--- config.mk ---
export PLATFORM = sky130hd
export DESIGN_NAME = memory_arbiter_controller_flat
export DESIGN_NICKNAME = d
export VERILOG_FILES = /design/src/rtl/memory_arbiter_controller_if.sv /design/src/rtl/memory_arbiter_controller.sv /design/src/flat_wrapper.sv
export SDC_FILE = /design/constraint.sdc
export NUM_CORES = 1
export LEC_CHECK = 0
export CAP_MARGIN = 20
export CORE_AREA = 5 5 151 117
export DETAILED_ROUTE_END_ITERATION = 16
export DIE_AREA = 0 0 156 122
export PLACE_DENSITY = 0.79
export SETUP_SLACK_MARGIN = 0.3
export SYNTH_ARGS = -nofsm -noshare
export SYNTH_HDL_FRONTEND = slang
export SYNTH_SLANG_ARGS = --single-unit
--- constraint.sdc ---
create_clock -name clk -period 2.9 [get_ports clk]
set_input_delay 0.725 -clock clk [delete_from_list [all_inputs] [get_ports clk]]
set_output_delay 0.725 -clock clk [all_outputs]
set_load 0.01 [all_outputs]
--- src/rtl/memory_arbiter_controller_if.sv ---
// Client-side and driver-side bus of memory_arbiter_controller.
// slave: the arbiter's view; master: the clients/driver view.
interface memory_arbiter_controller_if #(
  parameter int NUM_PORTS  = 4,
  parameter int ADDR_WIDTH = 22,
  parameter int DATA_WIDTH = 16
);
  logic [NUM_PORTS-1:0]              port_rd;
  logic [NUM_PORTS-1:0]              port_wr;
  logic [NUM_PORTS*ADDR_WIDTH-1:0]   port_addr;
  logic [NUM_PORTS*DATA_WIDTH-1:0]   port_din;
  logic [NUM_PORTS*DATA_WIDTH/8-1:0] port_wdm;
  logic [NUM_PORTS-1:0]              port_ack;
  logic [NUM_PORTS-1:0]              port_rvalid;
  logic [NUM_PORTS*DATA_WIDTH-1:0]   port_dout;
  logic                              busy;
  logic                              fail;
  logic                              mem_rd;
  logic                              mem_wr;
  logic                              mem_refresh;
  logic [ADDR_WIDTH-1:0]             mem_addr;
  logic [DATA_WIDTH-1:0]             mem_din;
  logic [DATA_WIDTH/8-1:0]           mem_wdm;
  logic [DATA_WIDTH-1:0]             mem_dout;
  logic                              mem_busy;
  logic                              mem_data_ready;
  logic                              mem_enabled;

  modport slave (
    input  port_rd, port_wr, port_addr, port_din, port_wdm,
    input  mem_dout, mem_busy, mem_data_ready, mem_enabled,
    output port_ack, port_rvalid, port_dout, busy, fail,
    output mem_rd, mem_wr, mem_refresh, mem_addr, mem_din, mem_wdm
  );

  modport master (
    output port_rd, port_wr, port_addr, port_din, port_wdm,
    output mem_dout, mem_busy, mem_data_ready, mem_enabled,
    input  port_ack, port_rvalid, port_dout, busy, fail,
    input  mem_rd, mem_wr, mem_refresh, mem_addr, mem_din, mem_wdm
  );
endinterface

--- src/rtl/memory_arbiter_controller.sv ---
// N-port arbiter in front of one sdram driver, with refresh timer and read-ready check.
// Define MEMCTL_ROUND_ROBIN_EN for round-robin arbitration (default: fixed, lowest index wins).
// state   | meaning
// ST_INIT | waiting for driver enabled and not busy
// ST_IDLE | refresh or port grant may be issued
// ST_OP   | command in flight, counter 1..OP_CYCLES
module memory_arbiter_controller #(
  parameter int NUM_PORTS        = 4,
  parameter int ADDR_WIDTH       = 22,
  parameter int DATA_WIDTH       = 16,
  parameter int OP_CYCLES        = 4,
  parameter int REFRESH_INTERVAL = 405
) (
  input  logic                          clk,
  input  logic                          resetn,
  memory_arbiter_controller_if.slave    bus
);
  localparam int MW = DATA_WIDTH / 8;
  localparam int IW = (NUM_PORTS > 1) ? $clog2(NUM_PORTS) : 1;
  localparam int CW = $clog2(OP_CYCLES + 1);
  localparam int RW = (REFRESH_INTERVAL > 1) ? $clog2(REFRESH_INTERVAL) : 1;

  typedef enum logic [1:0] {ST_INIT, ST_IDLE, ST_OP} state_t;

  state_t                        state_q, state_d;
  logic [CW-1:0]                 cnt_q, cnt_d;
  logic [IW-1:0]                 grant_q, grant_d;
  logic                          rd_op_q, rd_op_d;
  logic [RW-1:0]                 rfsh_cnt_q, rfsh_cnt_d;
  logic                          rfsh_pend_q, rfsh_pend_d;
  logic                          fail_q, fail_d;
  logic [NUM_PORTS-1:0]          ack_q, ack_d;
  logic [NUM_PORTS-1:0]          rvalid_q, rvalid_d;
  logic                          mem_rd_q, mem_rd_d;
  logic                          mem_wr_q, mem_wr_d;
  logic                          mem_refresh_q, mem_refresh_d;
  logic [ADDR_WIDTH-1:0]         mem_addr_q, mem_addr_d;
  logic [DATA_WIDTH-1:0]         mem_din_q, mem_din_d;
  logic [MW-1:0]                 mem_wdm_q, mem_wdm_d;
  logic [NUM_PORTS*DATA_WIDTH-1:0] dout_q, dout_d;
`ifdef MEMCTL_ROUND_ROBIN_EN
  logic [IW-1:0]                 ptr_q, ptr_d;
`endif

  logic [NUM_PORTS-1:0]  req;
  logic [IW-1:0]         gnt_idx;
  logic [IW-1:0]         idx;
  logic                  sel_rd, sel_wr;
  logic [ADDR_WIDTH-1:0] sel_addr;
  logic [DATA_WIDTH-1:0] sel_din;
  logic [MW-1:0]         sel_wdm;
  logic                  rfsh_take;

  assign req = bus.port_rd | bus.port_wr;

  // Scan from lowest to highest priority so the highest-priority requester is written last.
  always_comb begin
    gnt_idx = '0;
    idx     = '0;
    for (int k = NUM_PORTS - 1; k >= 0; k--) begin
`ifdef MEMCTL_ROUND_ROBIN_EN
      idx = IW'((int'(ptr_q) + k) % NUM_PORTS);
`else
      idx = IW'(k);
`endif
      if (req[idx]) gnt_idx = idx;
    end
  end

  always_comb begin
    sel_rd   = 1'b0;
    sel_wr   = 1'b0;
    sel_addr = '0;
    sel_din  = '0;
    sel_wdm  = '0;
    for (int k = 0; k < NUM_PORTS; k++) begin
      if (gnt_idx == IW'(k)) begin
        sel_rd   = bus.port_rd[k];
        sel_wr   = bus.port_wr[k];
        sel_addr = bus.port_addr[k*ADDR_WIDTH +: ADDR_WIDTH];
        sel_din  = bus.port_din[k*DATA_WIDTH +: DATA_WIDTH];
        sel_wdm  = bus.port_wdm[k*MW +: MW];
      end
    end
  end

  always_comb begin
    state_d       = state_q;
    cnt_d         = cnt_q;
    grant_d       = grant_q;
    rd_op_d       = rd_op_q;
    rfsh_pend_d   = rfsh_pend_q;
    rfsh_cnt_d    = rfsh_cnt_q;
    fail_d        = fail_q;
    ack_d         = '0;
    rvalid_d      = '0;
    mem_rd_d      = 1'b0;
    mem_wr_d      = 1'b0;
    mem_refresh_d = 1'b0;
    mem_addr_d    = mem_addr_q;
    mem_din_d     = mem_din_q;
    mem_wdm_d     = mem_wdm_q;
    dout_d        = dout_q;
    rfsh_take     = 1'b0;
`ifdef MEMCTL_ROUND_ROBIN_EN
    ptr_d         = ptr_q;
`endif
    unique case (state_q)
      ST_INIT: begin
        if (bus.mem_enabled && !bus.mem_busy) state_d = ST_IDLE;
      end
      ST_IDLE: begin
        if (rfsh_pend_q) begin
          rfsh_take     = 1'b1;
          mem_refresh_d = 1'b1;
          rd_op_d       = 1'b0;
          cnt_d         = CW'(1);
          state_d       = ST_OP;
        end else if (|req) begin
          grant_d          = gnt_idx;
          ack_d[gnt_idx]   = 1'b1;
          mem_addr_d       = sel_addr;
          mem_din_d        = sel_din;
          mem_wdm_d        = sel_wdm;
          // A port asking for both gets a write plus the error flag.
          mem_wr_d         = sel_wr;
          mem_rd_d         = !sel_wr;
          rd_op_d          = !sel_wr;
          if (sel_rd && sel_wr) fail_d = 1'b1;
`ifdef MEMCTL_ROUND_ROBIN_EN
          ptr_d            = IW'((int'(gnt_idx) + 1) % NUM_PORTS);
`endif
          cnt_d            = CW'(1);
          state_d          = ST_OP;
        end
      end
      ST_OP: begin
        if (cnt_q == CW'(OP_CYCLES)) begin
          state_d = ST_IDLE;
          if (rd_op_q) begin
            rvalid_d[grant_q] = 1'b1;
            for (int k = 0; k < NUM_PORTS; k++) begin
              if (grant_q == IW'(k)) dout_d[k*DATA_WIDTH +: DATA_WIDTH] = bus.mem_dout;
            end
            if (!bus.mem_data_ready) fail_d = 1'b1;
          end
        end else begin
          cnt_d = cnt_q + 1'b1;
        end
      end
      default: state_d = ST_INIT;
    endcase

    if (rfsh_take) rfsh_pend_d = 1'b0;
    if (rfsh_cnt_q == '0) begin
      rfsh_cnt_d  = RW'(REFRESH_INTERVAL - 1);
      if (rfsh_pend_q && !rfsh_take) fail_d = 1'b1;
      rfsh_pend_d = 1'b1;
    end else begin
      rfsh_cnt_d  = rfsh_cnt_q - 1'b1;
    end
  end

  always_ff @(posedge clk or negedge resetn) begin
    if (!resetn) begin
      state_q       <= ST_INIT;
      cnt_q         <= '0;
      grant_q       <= '0;
      rd_op_q       <= 1'b0;
      rfsh_cnt_q    <= RW'(REFRESH_INTERVAL - 1);
      rfsh_pend_q   <= 1'b0;
      fail_q        <= 1'b0;
      ack_q         <= '0;
      rvalid_q      <= '0;
      mem_rd_q      <= 1'b0;
      mem_wr_q      <= 1'b0;
      mem_refresh_q <= 1'b0;
      mem_addr_q    <= '0;
      mem_din_q     <= '0;
      mem_wdm_q     <= '0;
      dout_q        <= '0;
`ifdef MEMCTL_ROUND_ROBIN_EN
      ptr_q         <= '0;
`endif
    end else begin
      state_q       <= state_d;
      cnt_q         <= cnt_d;
      grant_q       <= grant_d;
      rd_op_q       <= rd_op_d;
      rfsh_cnt_q    <= rfsh_cnt_d;
      rfsh_pend_q   <= rfsh_pend_d;
      fail_q        <= fail_d;
      ack_q         <= ack_d;
      rvalid_q      <= rvalid_d;
      mem_rd_q      <= mem_rd_d;
      mem_wr_q      <= mem_wr_d;
      mem_refresh_q <= mem_refresh_d;
      mem_addr_q    <= mem_addr_d;
      mem_din_q     <= mem_din_d;
      mem_wdm_q     <= mem_wdm_d;
      dout_q        <= dout_d;
`ifdef MEMCTL_ROUND_ROBIN_EN
      ptr_q         <= ptr_d;
`endif
    end
  end

  assign bus.port_ack    = ack_q;
  assign bus.port_rvalid = rvalid_q;
  assign bus.port_dout   = dout_q;
  assign bus.busy        = (state_q != ST_IDLE);
  assign bus.fail        = fail_q;
  assign bus.mem_rd      = mem_rd_q;
  assign bus.mem_wr      = mem_wr_q;
  assign bus.mem_refresh = mem_refresh_q;
  assign bus.mem_addr    = mem_addr_q;
  assign bus.mem_din     = mem_din_q;
  assign bus.mem_wdm     = mem_wdm_q;
endmodule

--- src/flat_wrapper.sv ---
// flat-port wrapper written by rule: the top's interface ports become plain ports
module memory_arbiter_controller_flat 
#(
  parameter int NUM_PORTS        = 4,
  parameter int ADDR_WIDTH       = 22,
  parameter int DATA_WIDTH       = 16,
  parameter int OP_CYCLES        = 4,
  parameter int REFRESH_INTERVAL = 405
)
  (clk, resetn, bus_port_rd, bus_port_wr, bus_port_addr, bus_port_din, bus_port_wdm, bus_mem_dout, bus_mem_busy, bus_mem_data_ready, bus_mem_enabled, bus_port_ack, bus_port_rvalid, bus_port_dout, bus_busy, bus_fail, bus_mem_rd, bus_mem_wr, bus_mem_refresh, bus_mem_addr, bus_mem_din, bus_mem_wdm);
  memory_arbiter_controller_if #(.NUM_PORTS(NUM_PORTS), .ADDR_WIDTH(ADDR_WIDTH), .DATA_WIDTH(DATA_WIDTH)) bus_i ();
  input  logic clk;
  input  logic resetn;
  input wire logic [$bits(bus_i.port_rd)-1:0] bus_port_rd;
  input wire logic [$bits(bus_i.port_wr)-1:0] bus_port_wr;
  input wire logic [$bits(bus_i.port_addr)-1:0] bus_port_addr;
  input wire logic [$bits(bus_i.port_din)-1:0] bus_port_din;
  input wire logic [$bits(bus_i.port_wdm)-1:0] bus_port_wdm;
  input wire logic [$bits(bus_i.mem_dout)-1:0] bus_mem_dout;
  input wire logic [$bits(bus_i.mem_busy)-1:0] bus_mem_busy;
  input wire logic [$bits(bus_i.mem_data_ready)-1:0] bus_mem_data_ready;
  input wire logic [$bits(bus_i.mem_enabled)-1:0] bus_mem_enabled;
  output wire logic [$bits(bus_i.port_ack)-1:0] bus_port_ack;
  output wire logic [$bits(bus_i.port_rvalid)-1:0] bus_port_rvalid;
  output wire logic [$bits(bus_i.port_dout)-1:0] bus_port_dout;
  output wire logic [$bits(bus_i.busy)-1:0] bus_busy;
  output wire logic [$bits(bus_i.fail)-1:0] bus_fail;
  output wire logic [$bits(bus_i.mem_rd)-1:0] bus_mem_rd;
  output wire logic [$bits(bus_i.mem_wr)-1:0] bus_mem_wr;
  output wire logic [$bits(bus_i.mem_refresh)-1:0] bus_mem_refresh;
  output wire logic [$bits(bus_i.mem_addr)-1:0] bus_mem_addr;
  output wire logic [$bits(bus_i.mem_din)-1:0] bus_mem_din;
  output wire logic [$bits(bus_i.mem_wdm)-1:0] bus_mem_wdm;
  assign bus_i.port_rd = bus_port_rd;
  assign bus_i.port_wr = bus_port_wr;
  assign bus_i.port_addr = bus_port_addr;
  assign bus_i.port_din = bus_port_din;
  assign bus_i.port_wdm = bus_port_wdm;
  assign bus_i.mem_dout = bus_mem_dout;
  assign bus_i.mem_busy = bus_mem_busy;
  assign bus_i.mem_data_ready = bus_mem_data_ready;
  assign bus_i.mem_enabled = bus_mem_enabled;
  assign bus_port_ack = bus_i.port_ack;
  assign bus_port_rvalid = bus_i.port_rvalid;
  assign bus_port_dout = bus_i.port_dout;
  assign bus_busy = bus_i.busy;
  assign bus_fail = bus_i.fail;
  assign bus_mem_rd = bus_i.mem_rd;
  assign bus_mem_wr = bus_i.mem_wr;
  assign bus_mem_refresh = bus_i.mem_refresh;
  assign bus_mem_addr = bus_i.mem_addr;
  assign bus_mem_din = bus_i.mem_din;
  assign bus_mem_wdm = bus_i.mem_wdm;
  memory_arbiter_controller #(.NUM_PORTS(NUM_PORTS), .ADDR_WIDTH(ADDR_WIDTH), .DATA_WIDTH(DATA_WIDTH), .OP_CYCLES(OP_CYCLES), .REFRESH_INTERVAL(REFRESH_INTERVAL)) u_core (.clk(clk), .resetn(resetn), .bus(bus_i));
endmodule
==> out/qor.yml <==
run_status:
  status: "completed"
timing:
  setup_viol: 0
  setup_tns_ps: 0
  slew_headroom: 0.581
  period_share: 0.852
  whs_ps: 311
  slew_violations: 0
  rsz0062_at_grt: "false"
  fin_worst_skew_ps: 11.3
  hold_violations: 0
  worst_pin_slew_ps: 628
  fmax_mhz: 405
  finalCriticalPeriod_ps: 2470
logic_synthesis:
  ys_ff_latch: 134
  syn_area_per_cell_um2: 10.5
  synth_cells: 611
  synth_area_leaders: "dfrtp_1 (51%), mux2_2 (11%), a221oi_1 (4.2%), a21o_1 (3.9%), a31oi_1 (3.3%)"
  yosys_warnings: 0
  ys.flop_type: "dfrtp_1"
  synth_common_cells: "dfrtp_1 (130), mux2_2 (64), nor2_1 (51)"
  seq_area_frac_synth: 0.522
  yosys.area.top_type: "dfrtp_1"
  synth_top_area_frac: 0.506
  synth_edf_count: 0
  synth.distinct_cells: 46
  synth-async-reset-ratio: 1.00
  syn_nets: 807
  synth_most_common_cell: "dfrtp_1"
  syn_area_mm2: 0.00643
power_and_ir_drop:
  swShare: 0.323
  combPwrFrac: 0.359
  seqPwrFrac: 0.346
  pwr-share-clk: 0.295
  p_int_mw: 5.08
  p_leak_nw: 4.21
  ir_drop_mv: 0.367
  power_density_mw_per_mm2: 716
  p_sw_mw: 2.42
drt:
  drc_errors: 0
  postRouteAntennaNets: 0
  drtIter0Drc: 351
  via_per_inst: 5.49
  num_vias: 6269
  first_pass_iters: 4
  routed_wl_mm: 22.5
  routedWlPerCell_um: 19.7
worst_setup_path:
  crit_path_max_incr_delay_ps: 750
  rr_worst_depth: 6
  critical_path_depth: 5
  required_ps: 3200
  crit_end: "u_core.bus.mem_din[1]"
  start_kind: "input port"
  reg2reg_from: "u_core.state_q[1]"
  crit_family: "simple AND/OR/NAND/NOR gates"
  worstPathArrival_ps: 2770
  crit_type: "input port to register"
  crit_start: "bus_port_wr[1]"
  worst_setup_path_end_kind: "register"
  path_cells: "clkdlybuf4s50_1 > or4_4 > or4_1 > o22ai_1 > a21oi_1"
  r2r-end: "u_core.bus.mem_din[1]"
  rrSetupSlack_ps: 740
  slowest_stage: "or4_1"
  cp_num_buf_inv: 1
  path_max_fanout: 11
clocking:
  clockRootBuffer: "clkbuf_16"
  clk_pin_slew_worst_paths_ps: 60
  htreeDepth: 4
  post_cts_buffers: 0
  cts_hold_buf: 0
  cts_buffer_depth: 2
  numCtsBuffers: 17
  cts_tree: "yes"
  cts.sinks: 134
  worstSkewPairLatency_ps: 420
grt:
  antenna_found_initial: 1
  grt_max_degree: 68
  grt_pass1_wl_mm: 34.7
  track_usage: 0.233
  grt-ovfl-total: 0
  grt_pass1_vias: 6363
final_layout:
  nets: 1109
  drive_gt1_frac: 0.154
  area_delta_synth_final_pct: 62.9
  nFillCells: 1314
placed_design:
  gp_congestion: 0.896
  io_buffers: 305
  hpwlAfterDp_mm: 16.0
floorplan:
  core-area_mm2: 0.0163
  io_pins: 306
  die_h_um: 122
  dieArea_mm2: 0.0190
  core.rowCount: 41
  die_w_um: 156
  start_util: 0.396
hold_path:
  hold_path_class: "input port to async pin"
flow_run:
  maxCapViolations: 0
sequential cells by signal, indices dropped and copies added (netlist names):
register / cells
u_core.bus.mem_addr: 22
u_core.rfsh_pend_q: 1
u_core.bus.port_ack: 4
u_core.bus.mem_refresh: 1
u_core.grant_q: 2
u_core.rfsh_cnt_q: 9
u_core.bus.mem_wdm: 2
u_core.cnt_q: 3
u_core.rd_op_q: 1
u_core.bus.mem_rd: 1
u_core.state_q: 2
u_core.bus.port_rvalid: 4
u_core.bus.fail: 1
u_core.bus.mem_wr: 1
u_core.bus.mem_din: 16
u_core.bus.port_dout: 64
metrics by stage:
step | setup WS [ps] | cells | utilization | power, mW | area, um2
floorplan | 610 | 611 | - | 3.79 | 6430
global placement | 27.5 | 1109 | 0.607 | 5.27 | 9870
detailed placement | 21.3 | 1109 | 0.607 | 5.31 | 9870
CTS | 320 | 1141 | 0.644 | 7.57 | 10500
global route | 319 | 1142 | 0.645 | 7.93 | 10500
finish | 428 | 1142 | 0.645 | 7.50 | 10500
placed cells by master (no fill, tap or decap), types with 3 or more instances in the layout:
cell	netlist	routed
clkdlybuf4s50_1	0	304
dfrtp_1	130	130
mux2_2	64	64
nor2_1	51	49
nand2_1	36	36
nand3_1	34	34
o21ai_0	33	33
a21o_1	33	33
a31oi_1	34	33
a221oi_1	31	31
a21oi_1	27	27
buf_4	0	20
clkbuf_16	0	17
inv_1	13	12
o221ai_1	10	10
o22ai_1	10	10
nor3_1	7	6
ha_1	7	6
inv_6	0	6
buf_12	0	6
xor2_1	5	5
dfstp_2	4	4
or2_2	3	3
clkinvlp_4	0	3
cells by family (layout without fill, tap and decap cells):
| logic type | after synthesis | after routing | share of synthesized area |
|---|---|---|---|
| AOI/OAI and AO/OA | 185 | 185 | 0.193 |
| xor gates and xnor gates | 7 | 7 | 0.00953 |
| adders and majority gates | 7 | 7 | 0.0136 |
| buffers and inverters | 61 | 376 | 0.0372 |
| DFF | 134 | 134 | 0.522 |
| muxes | 65 | 65 | 0.114 |
| other | 0 | 1 | 0 |
| and+or+nand+nor | 152 | 152 | 0.111 |
routing by layer:
layer  part of all wire  global-route usage  vias up
met3               0.11              0.0852       40
met4              0.029              0.0891        0
met1               0.39               0.290     3027
met5                  0                   0        -
met2               0.47               0.373      332
li1                   -                   -     2870
worst min-delay path by stage:
stage	to	from	cells past startpoint	slack (ps)
global placement	u_core.rfsh_cnt_q[0]	u_core.rfsh_cnt_q[0]	1	470
detailed placement	u_core.rfsh_cnt_q[0]	u_core.rfsh_cnt_q[0]	1	490
CTS	u_core.bus.port_dout[32]	resetn	1	320
floorplan	u_core.bus.fail	resetn	0	430
global route	u_core.bus.port_dout[32]	resetn	1	340
finish	u_core.bus.port_dout[47]	resetn	1	310
worst register-to-register path, stage by stage, from the launching register on:
cell,delay [ps]
dfrtp_1,410
inv_1,90
ha_2,240
nand2b_2,250
or4_1,770
o22ai_1,230
a21oi_1,60
power by group through the flow:
| stage | logic (mW) | clock network [mW] | registers [mW] |
|---|---|---|---|
| 2_1_floorplan | 1.04 | 0 | 2.75 |
| 3_3_place_gp | 2.67 | 0 | 2.60 |
| 3_5_place_dp | 2.69 | 0 | 2.62 |
| 4_1_cts | 2.71 | 2.26 | 2.60 |
| 5_1_grt | 2.93 | 2.35 | 2.65 |
| 6_report | 2.69 | 2.21 | 2.60 |
layout make-up:
type                    instances  area (um2)  share of cell area
inverters                      13        48.8             0.00466
clock inverters                14         163              0.0155
repair buffers                331        3320               0.317
well taps                     215         269              0.0257
multi-input cells             416        2880               0.274
flip-flops and latches        134        3360               0.320
clock buffers                  18         439              0.0419
diodes                          1        2.50            0.000239
what timing repair did:
| item | 4_1_cts | 5_1_grt |
|---|---|---|
| setup endpoints to repair | 1 | 1 |
| gates resized for setup | 1 | 1 |
| hold endpoints to repair | 0 | 0 |
Power figures use the tool's default switching activity.
